[config.mk]
export PLATFORM = sky130hd
export DESIGN_NAME = iob_modcnt_seq
export DESIGN_NICKNAME = d
export VERILOG_FILES = /design/src/rtl/iob_modcnt_seq.sv
export SDC_FILE = /design/constraint.sdc
export NUM_CORES = 1
export LEC_CHECK = 0
export BUFFER_PORTS_ARGS = -buffer_cell sky130_fd_sc_hd__buf_2
export CORE_ASPECT_RATIO = 1.4
export CORE_MARGIN = 2
export CORE_UTILIZATION = 50
export DETAILED_ROUTE_END_ITERATION = 10
export GPL_ROUTABILITY_DRIVEN = 0
export PLACE_DENSITY = 0.78
export SLEW_MARGIN = 5
export SYNTH_ARGS = -nofsm -noshare
export SYNTH_HDL_FRONTEND = slang
export SYNTH_SLANG_ARGS = --single-unit
[constraint.sdc]
create_clock -name clk -period 7.4 [get_ports clk]
set_clock_uncertainty 0.2 [all_clocks]
set_input_delay 0.37 -clock clk [delete_from_list [all_inputs] [get_ports clk]]
set_output_delay 0.37 -clock clk [all_outputs]
set_load 0.01 [all_outputs]
[src/rtl/iob_modcnt_seq.sv]
// iob_modcnt_seq: run sequencer for a modulo counter.
// Latches config on start, counts modulo mod, stops after nper wraps.
module iob_modcnt_seq #(
  parameter int DATA_W = 32,
  parameter int PER_W  = 16
) (
  input  logic              clk,
  input  logic              arst_n,
  input  logic              rst,
  input  logic              start,
  input  logic              stop,
  input  logic              pause,
  input  logic [DATA_W-1:0] mod_i,
  input  logic [DATA_W-1:0] load_val_i,
  input  logic [PER_W-1:0]  nper_i,
  output logic [DATA_W-1:0] cnt,
  output logic [PER_W-1:0]  per_cnt,
  output logic              wrap,
  output logic              busy,
  output logic              done,
  output logic              err
);

  typedef enum logic [1:0] {
    S_IDLE,
    S_LOAD,
    S_RUN,
    S_DONE
  } state_t;

  state_t r_state;
  state_t w_state_nxt;

  logic [DATA_W-1:0] r_mod;
  logic [DATA_W-1:0] r_load;
  logic [PER_W-1:0]  r_nper;

  logic [DATA_W-1:0] r_cnt;
  logic [PER_W-1:0]  r_per;
  logic              r_wrap;
  logic              r_err;

  logic [DATA_W-1:0] w_cnt_nxt;
  logic [PER_W-1:0]  w_per_nxt;
  logic              w_wrap_nxt;
  logic              w_err_nxt;
  logic              w_cfg_we;

  logic              w_idle_like;
  logic              w_accept;
  logic              w_bad_cfg;
  logic [DATA_W-1:0] w_mod_m1;
  logic [DATA_W-1:0] w_cnt_inc;
  logic [PER_W-1:0]  w_per_inc;
  logic              w_at_top;
  logic              w_last;
  logic [DATA_W-1:0] w_load_cnt;

  assign w_idle_like = (r_state == S_IDLE)
                     | (r_state == S_DONE);
  assign w_accept    = start & w_idle_like;
  assign w_bad_cfg   = (mod_i == '0)
                     | (nper_i == '0);

  assign w_mod_m1   = r_mod - 1'b1;
  assign w_cnt_inc  = r_cnt + 1'b1;
  assign w_per_inc  = r_per + 1'b1;
  assign w_at_top   = (r_cnt == w_mod_m1);
  assign w_last     = (w_per_inc == r_nper);
  // An out-of-range load value would never
  // hit mod-1, so it is folded to zero.
  assign w_load_cnt = (r_load >= r_mod)
                    ? '0 : r_load;

  // State register
  always_ff @(posedge clk or negedge arst_n) begin
    if (!arst_n) begin
      r_state <= S_IDLE;
    end else if (rst) begin
      r_state <= S_IDLE;
    end else begin
      r_state <= w_state_nxt;
    end
  end

  // Next-state and next datapath values
  always_comb begin
    w_state_nxt = r_state;
    w_cnt_nxt   = r_cnt;
    w_per_nxt   = r_per;
    w_wrap_nxt  = 1'b0;
    w_err_nxt   = r_err;
    w_cfg_we    = 1'b0;
    unique case (r_state)
      S_IDLE, S_DONE: begin
        if (w_accept) begin
          w_cfg_we  = 1'b1;
          w_per_nxt = '0;
          w_err_nxt = w_bad_cfg;
          w_state_nxt = w_bad_cfg
                      ? S_DONE : S_LOAD;
        end
      end
      S_LOAD: begin
        if (stop) begin
          w_state_nxt = S_IDLE;
        end else begin
          w_cnt_nxt   = w_load_cnt;
          w_state_nxt = S_RUN;
        end
      end
      S_RUN: begin
        if (stop) begin
          w_state_nxt = S_IDLE;
        end else if (pause) begin
          w_state_nxt = S_RUN;
        end else if (w_at_top) begin
          w_cnt_nxt  = '0;
          w_wrap_nxt = 1'b1;
          w_per_nxt  = w_per_inc;
          if (w_last) begin
            w_state_nxt = S_DONE;
          end
        end else begin
          w_cnt_nxt = w_cnt_inc;
        end
      end
      default: begin
        w_state_nxt = S_IDLE;
      end
    endcase
  end

  // Configuration latched on an accepted start
  always_ff @(posedge clk or negedge arst_n) begin
    if (!arst_n) begin
      r_mod  <= '0;
      r_load <= '0;
      r_nper <= '0;
    end else if (rst) begin
      r_mod  <= '0;
      r_load <= '0;
      r_nper <= '0;
    end else if (w_cfg_we) begin
      r_mod  <= mod_i;
      r_load <= load_val_i;
      r_nper <= nper_i;
    end
  end

  // Counter, period count, wrap pulse, error flag
  always_ff @(posedge clk or negedge arst_n) begin
    if (!arst_n) begin
      r_cnt  <= '1;
      r_per  <= '0;
      r_wrap <= 1'b0;
      r_err  <= 1'b0;
    end else if (rst) begin
      r_cnt  <= '1;
      r_per  <= '0;
      r_wrap <= 1'b0;
      r_err  <= 1'b0;
    end else begin
      r_cnt  <= w_cnt_nxt;
      r_per  <= w_per_nxt;
      r_wrap <= w_wrap_nxt;
      r_err  <= w_err_nxt;
    end
  end

  assign cnt     = r_cnt;
  assign per_cnt = r_per;
  assign wrap    = r_wrap;
  assign busy    = (r_state == S_LOAD)
                 | (r_state == S_RUN);
  assign done    = (r_state == S_DONE);
  assign err     = r_err;

  a_busy_done_excl: assert property (
    @(posedge clk) disable iff (!arst_n || rst)
    !(busy && done));

  a_wrap_at_zero: assert property (
    @(posedge clk) disable iff (!arst_n || rst)
    wrap |-> (cnt == '0));

  a_per_bounded: assert property (
    @(posedge clk) disable iff (!arst_n || rst)
    (r_state == S_RUN) |-> (r_per < r_nper));

endmodule

==> flow_metrics.py, run 1 <==
metrics = {
    "run_status": {
        "outcome": "finished, final reports clean",
    },
    "place": {
        "dp_hpwl_um": 18200,
        "portBuffers": 137,
        "place_ws_ps": 2710,
    },
    "sta": {
        "period_needed_ps": 4710,
        "setup_slack_ps": 2690,
        "finalSetupViolations": 0,
        "fmax_mhz": 213,
        "finalCritPeriodShare": 0.636,
        "tightestPinTransition_ps": 1160,
        "finalHoldViolCount": 0,
        "slew_headroom": 0.221,
        "slew_viol_final": 0,
        "rsz0062_at_grt": "no",
        "totalNegativeSetupSlack_ps": 0,
    },
    "cts": {
        "clock_sinks": 132,
        "postCtsSetupBuffers": 0,
        "cts_buffers": 17,
        "cts_tree": "built",
        "root_buffer": "clkbuf_16",
        "ctsHoldBuffers": 73,
        "clk_pin_slew_ps": 60,
        "htreeDepth": 4,
        "cts-root-to-sink-buffers": 2,
        "clock_latency_ps": 430,
        "post_cts_resized": 0,
    },
    "final_layout": {
        "nets": 1247,
        "layout_common_cells": "buf_2, dfrtp_1, a22o_1, dlygate4sd3_1, nor2_1",
        "syn_to_final_growth_pct": 24.1,
        "final_common_cell": "buf_2",
        "diodes": 0,
        "drive_gt1_frac": 0.198,
    },
    "die": {
        "die-area_um2": 18600,
        "num_io_pins": 138,
        "core_area_um2": 17300,
        "num_rows": 57,
        "fp.dieH_um": 160,
        "die_x_um": 116,
        "initial_utilization": 0.506,
    },
    "power_and_ir_drop": {
        "ir_drop_mv": 0.165,
        "power.static_leakage_nw": 4.84,
        "power_density_nw_per_um2": 269,
    },
    "logic_synthesis": {
        "ys_ff_latch": 132,
        "yosysUniqueCellTypes": 67,
        "synth.largest_area_cell": "dfrtp_1",
        "postSynthCellCount": 952,
        "syn-num-nets": 1076,
        "synth_area_leaders": "dfrtp_1, dfstp_2, a22o_1",
        "synth_top_area_frac": 0.286,
        "synth_seq_area_share": 0.383,
        "yosys_warnings": 0,
        "syn-cell-area_um2": 8740,
        "ys.flop_type": "dfrtp_1",
        "synth-edff-count": 0,
        "async_flop_share": 1.00,
        "avgSynthCellArea_um2": 9.18,
    },
    "critical_path": {
        "critical_path.max_fanout": 18,
        "cp-end-kind": "flip-flop",
        "start_kind": "flip-flop",
        "crit_type": "reg -> reg",
        "worstPathRequired_ps": 7560,
        "cp.arrival_ps": 4870,
    },
    "routing": {
        "vias": 8495,
        "wire_per_inst_um": 19.2,
        "drtPass1Iterations": 5,
        "ant_nets": 0,
        "drc": 0,
        "drt-vias-per-instance": 6.19,
        "drt_wl_total_um": 26300,
        "drt-initial-drc-count": 601,
    },
    "grt": {
        "first_global_vias": 8189,
        "grt_max_degree": 83,
        "grt-ovfl-total": 0,
        "antenna_found_initial": 0,
        "grt_pass1_wl_um": 41800,
        "groute.usage.overall": 0.285,
    },
    "flow_run": {
        "cap_viol_max_count": 0,
    },
    "min_path": {
        "min_path_type": "in -> reg",
    },
}
[synth_stat cells, types with 25 or more instances]
cell type  instances
nor3_1            40
ha_1              38
a21oi_1           50
dfstp_2           32
inv_1             45
xnor2_1           45
dfrtp_1          100
clkbuf_1          57
nand3_1           32
a22o_1            81
nor2_1            64
and3_1            25
nand2_1           39
a221oi_1          25
nor4_1            26
[flip-flops by register name, indices dropped and copies added (netlist names)]
signal and count:
wrap 1, err 1, r_mod 32, per_cnt 16
cnt 32, r_load 32, r_state 2, r_nper 16
[metal layers]
| metal | vias up | track usage | part of all wire |
|---|---|---|---|
| met3 | 68 | 0.0479 | 0.060 |
| met1 | 4106 | 0.361 | 0.41 |
| met2 | 336 | 0.461 | 0.49 |
| met5 | - | 0 | 0 |
| met4 | 0 | 0.154 | 0.048 |
| li1 | 3985 | - | - |
[path summary, 6_finish.rpt]
check,from,end,slack (ps),depth (start not counted)
max in group asynchronous,arst_n,r_mod[30]$_DFFE_PN0P_,5220,3
max reg2reg,r_mod[0]$_DFFE_PN0P_,per_cnt[15]$_DFFE_PN0P_,2690,11
min in group asynchronous,arst_n,per_cnt[6]$_DFFE_PN0P_,340,2
max,r_mod[0]$_DFFE_PN0P_,per_cnt[15]$_DFFE_PN0P_,2690,11
min,mod_i[10],r_mod[10]$_DFFE_PN0P_,10,2
min reg2reg,r_nper[14]$_DFFE_PN0P_,r_nper[14]$_DFFE_PN0P_,330,1
[report_power, final]
part | total (W) | internal, W | switching [W] | leakage (nW)
sequential | 0.00103 | 0.000851 | 0.000182 | 1.70
combinational | 0.00105 | 0.000431 | 0.000621 | 2.86
clock | 0.000832 | 0.000520 | 0.000311 | 0.283
[per-stage QoR]
stage | cells | cell area (um2) | power, W | hold slack [ps] | util
final | 1372 | 10800 | 0.00292 | 12.4 | 0.628
after global routing | 1372 | 10800 | 0.00308 | 15.9 | 0.628
after CTS | 1372 | 10800 | 0.00291 | 0.838 | 0.628
after detailed placement | 1267 | 9530 | 0.00204 | 259 | 0.552
after global placement | 1267 | 9530 | 0.00202 | 264 | 0.552
after floorplan | 952 | 8740 | 0.00173 | -126 | -
[cell families (layout without fill, tap and decap cells)]
kind of cell,Yosys count,after routing,synth area share
AOI/OAI and AO/OA,283,283,0.246
xor gates and xnor gates,65,65,0.0652
adders and majority gates,38,38,0.0544
buffers and inverters,110,294,0.0493
DFF,132,132,0.383
muxes,2,2,0.00229
and+or+nand+nor,322,322,0.200
[cell type report]
type                            instances  area (um2)
Clock buffer                           23         478
Clock inverter                          9         104
Fill cell                            1471        6420
Inverter                               45         169
Multi-Input combinational cell        710        4980
Sequential cell                       132        3340
Tap cell                              236         295
Timing Repair Buffer                  217        1470
[worst max-delay path: stages (launching register included)]
cell and delay (ps):
dfrtp_1 440, inv_1 90, ha_1 220, nor4b_1 790, nand4_1 430, or3_1 480, o311ai_1 270, o22ai_1 180
nor4_4 510, nand4_2 530, nor3b_1 360, a211o_1 140
(Power assumes the default switching activity.)
==> run 2: changes to the inputs <==
--- a/config.mk
+++ b/config.mk
@@ -11,7 +11,7 @@
 export CORE_UTILIZATION = 50
 export DETAILED_ROUTE_END_ITERATION = 10
 export GPL_ROUTABILITY_DRIVEN = 0
-export PLACE_DENSITY = 0.78
+export PLACE_DENSITY = 0.81
 export SLEW_MARGIN = 5
 export SYNTH_ARGS = -nofsm -noshare
 export SYNTH_HDL_FRONTEND = slang
==> constraint.sdc (replaced) <==
create_clock -name clk -period 3.9 [get_ports clk]
set_clock_uncertainty 0.2 [all_clocks]
set_input_delay 0.195 -clock clk [delete_from_list [all_inputs] [get_ports clk]]
set_output_delay 0.195 -clock clk [all_outputs]
set_load 0.01 [all_outputs]
==> run 2 against run 1 <==
- cell area is 3.7% higher
- sequential power grew 87%
- wire length grew 3.7%
- first-iteration DRC count down 4.0%
- clock power increased by 86%
- global-route usage up 1.0 points
- die area unchanged
- non-clock buffer count is 41 higher
- critical endpoint unchanged
==> flow_metrics.py, run 2 (synthesis gave the netlist of run 1 again) <==
metrics = {
    "run_status": {
        "outcome": "finished, final reports clean",
    },
    "critical_path": {
        "reg2reg_slack_ps": 100,
        "r2r_end": "per_cnt[15]$_DFFE_PN0P_",
        "start_kind": "flip-flop",
        "cp-end-kind": "flip-flop",
        "worstPathRequired_ps": 4010,
        "critical_path.max_fanout": 16,
        "cp.arrival_ps": 3910,
        "rr_worst_depth": 12,
        "crit_type": "reg -> reg",
        "r2r-start": "r_mod[1]$_DFFE_PN0P_",
    },
    "grt": {
        "groute.usage.overall": 0.295,
        "grt-ovfl-total": 0,
        "grt_max_degree": 82,
        "first_global_vias": 8557,
        "antenna_found_initial": 0,
        "grt_pass1_wl_um": 43300,
    },
    "min_path": {
        "min_path_type": "in -> reg",
        "min_to": "cnt[0]$_DFFE_PN1P_",
        "holdPathStages": 3,
        "min-delay-start": "rst",
    },
    "final_layout": {
        "diodes": 0,
        "final_common_cell": "buf_2",
        "fillers": 1385,
        "syn_to_final_growth_pct": 28.8,
        "multi_input_area_um2": 5030,
        "final-seq-area_um2": 3340,
        "stdcell_count": 1413,
        "layout_common_cells": "buf_2, dfrtp_1, dlygate4sd3_1, a22o_1, nor2_1",
        "nets": 1288,
        "drive_gt1_frac": 0.227,
    },
    "cts": {
        "clock_latency_ps": 430,
        "clock_sinks": 132,
        "cts_tree": "built",
        "htreeDepth": 4,
        "cts-root-to-sink-buffers": 2,
        "root_buffer": "clkbuf_16",
        "clk_pin_slew_ps": 60,
        "cts_buffers": 17,
        "postCtsSetupBuffers": 0,
    },
    "sta": {
        "tightestPinTransition_ps": 1170,
        "slew_viol_final": 0,
        "fmax_mhz": 263,
        "period_needed_ps": 3800,
        "slew_headroom": 0.221,
        "finalSetupViolations": 0,
        "finalCritPeriodShare": 0.976,
        "finalHoldViolCount": 0,
    },
    "power_and_ir_drop": {
        "seq_power_share": 0.340,
        "power_density_nw_per_um2": 506,
        "p_clk_frac": 0.273,
        "p_int_w": 0.00344,
        "ir_drop_mv": 0.296,
        "combPwrFrac": 0.386,
        "power.static_leakage_nw": 5.06,
        "swShare": 0.395,
        "switchingPower_w": 0.00224,
        "finalPower_w": 0.00569,
    },
    "die": {
        "initial_utilization": 0.506,
        "core_area_um2": 17300,
        "num_io_pins": 138,
        "num_rows": 57,
        "die-area_um2": 18600,
        "die_x_um": 116,
        "fp.dieH_um": 160,
    },
    "place": {
        "dp.cells": 1298,
        "portBuffers": 137,
        "dp_hpwl_um": 18800,
    },
    "routing": {
        "wire_per_inst_um": 19.3,
        "drt_wl_total_um": 27300,
        "drt-vias-per-instance": 6.25,
        "ant_nets": 0,
        "drc": 0,
        "drt-initial-drc-count": 577,
        "vias": 8827,
        "drtPass1Iterations": 5,
    },
    "flow_run": {
        "cap_viol_max_count": 0,
    },
}
run 2: layout make-up:
class / instances / share of cell area
multi-input cells: 710 / 0.447
clock buffers: 19 / 0.0394
clock inverters: 13 / 0.0110
inverters: 45 / 0.0150
flip-flops and latches: 132 / 0.297
repair buffers: 258 / 0.164
well taps: 236 / 0.0263
run 2: repair_timing:
action                                  4_1_cts  5_1_grt
gates resized for setup                       0        9
hold buffers                                 83        0
endpoints found under the hold margin       119        0
endpoints found under the setup margin        0       46
run 2: worst max-delay path, cell delays in order, from the launching register on:
cell	delay (ps)
dfrtp_1	380
inv_1	80
ha_2	220
or4b_4	520
o41a_1	450
a311oi_2	290
o21bai_1	110
nor4_1	310
and4_1	270
nand4_1	130
a21boi_2	180
buf_4	210
a211o_1	320
run 2: routing by layer:
metal  vias up  track usage  routed length (um)
met5         -            0                   0
met4         0        0.148                1300
li1       4055            -                   -
met2       475        0.490               13500
met3        94       0.0475                1840
met1      4203        0.369               10700
run 2: power by group through the flow:
stage / clock network (W) / registers (W) / logic, W
after detailed placement: 0 / 0.00194 / 0.00206
after floorplan: 0 / 0.00184 / 0.00143
after CTS: 0.00156 / 0.00192 / 0.00214
after global routing: 0.00162 / 0.00196 / 0.00240
after global placement: 0 / 0.00193 / 0.00201
final: 0.00155 / 0.00193 / 0.00220
run 2: worst max path at each step:
| stage | startpoint | to | depth (start not counted) |
|---|---|---|---|
| finish | r_mod[1]$_DFFE_PN0P_ | per_cnt[15]$_DFFE_PN0P_ | 12 |
| global route | r_mod[19]$_DFFE_PN0P_ | per_cnt[15]$_DFFE_PN0P_ | 11 |
| CTS | r_mod[1]$_DFFE_PN0P_ | per_cnt[15]$_DFFE_PN0P_ | 13 |
| detailed placement | r_mod[1]$_DFFE_PN0P_ | per_cnt[15]$_DFFE_PN0P_ | 13 |
| global placement | r_mod[1]$_DFFE_PN0P_ | per_cnt[2]$_DFFE_PN0P_ | 13 |
| floorplan | r_mod[0]$_DFFE_PN0P_ | per_cnt[10]$_DFFE_PN0P_ | 12 |
run 2: metrics by stage:
stage	hold WS (ps)	area (um2)	utilization	setup WS, ps	TNS [ps]
floorplan	-301	8740	-	129	0
global placement	1.88	9800	0.568	201	0
detailed placement	4.44	9800	0.568	93.2	0
CTS	29.4	11200	0.649	91.0	0
global route	62.5	11200	0.652	-50.9	-154
finish	39.7	11200	0.652	95.1	0
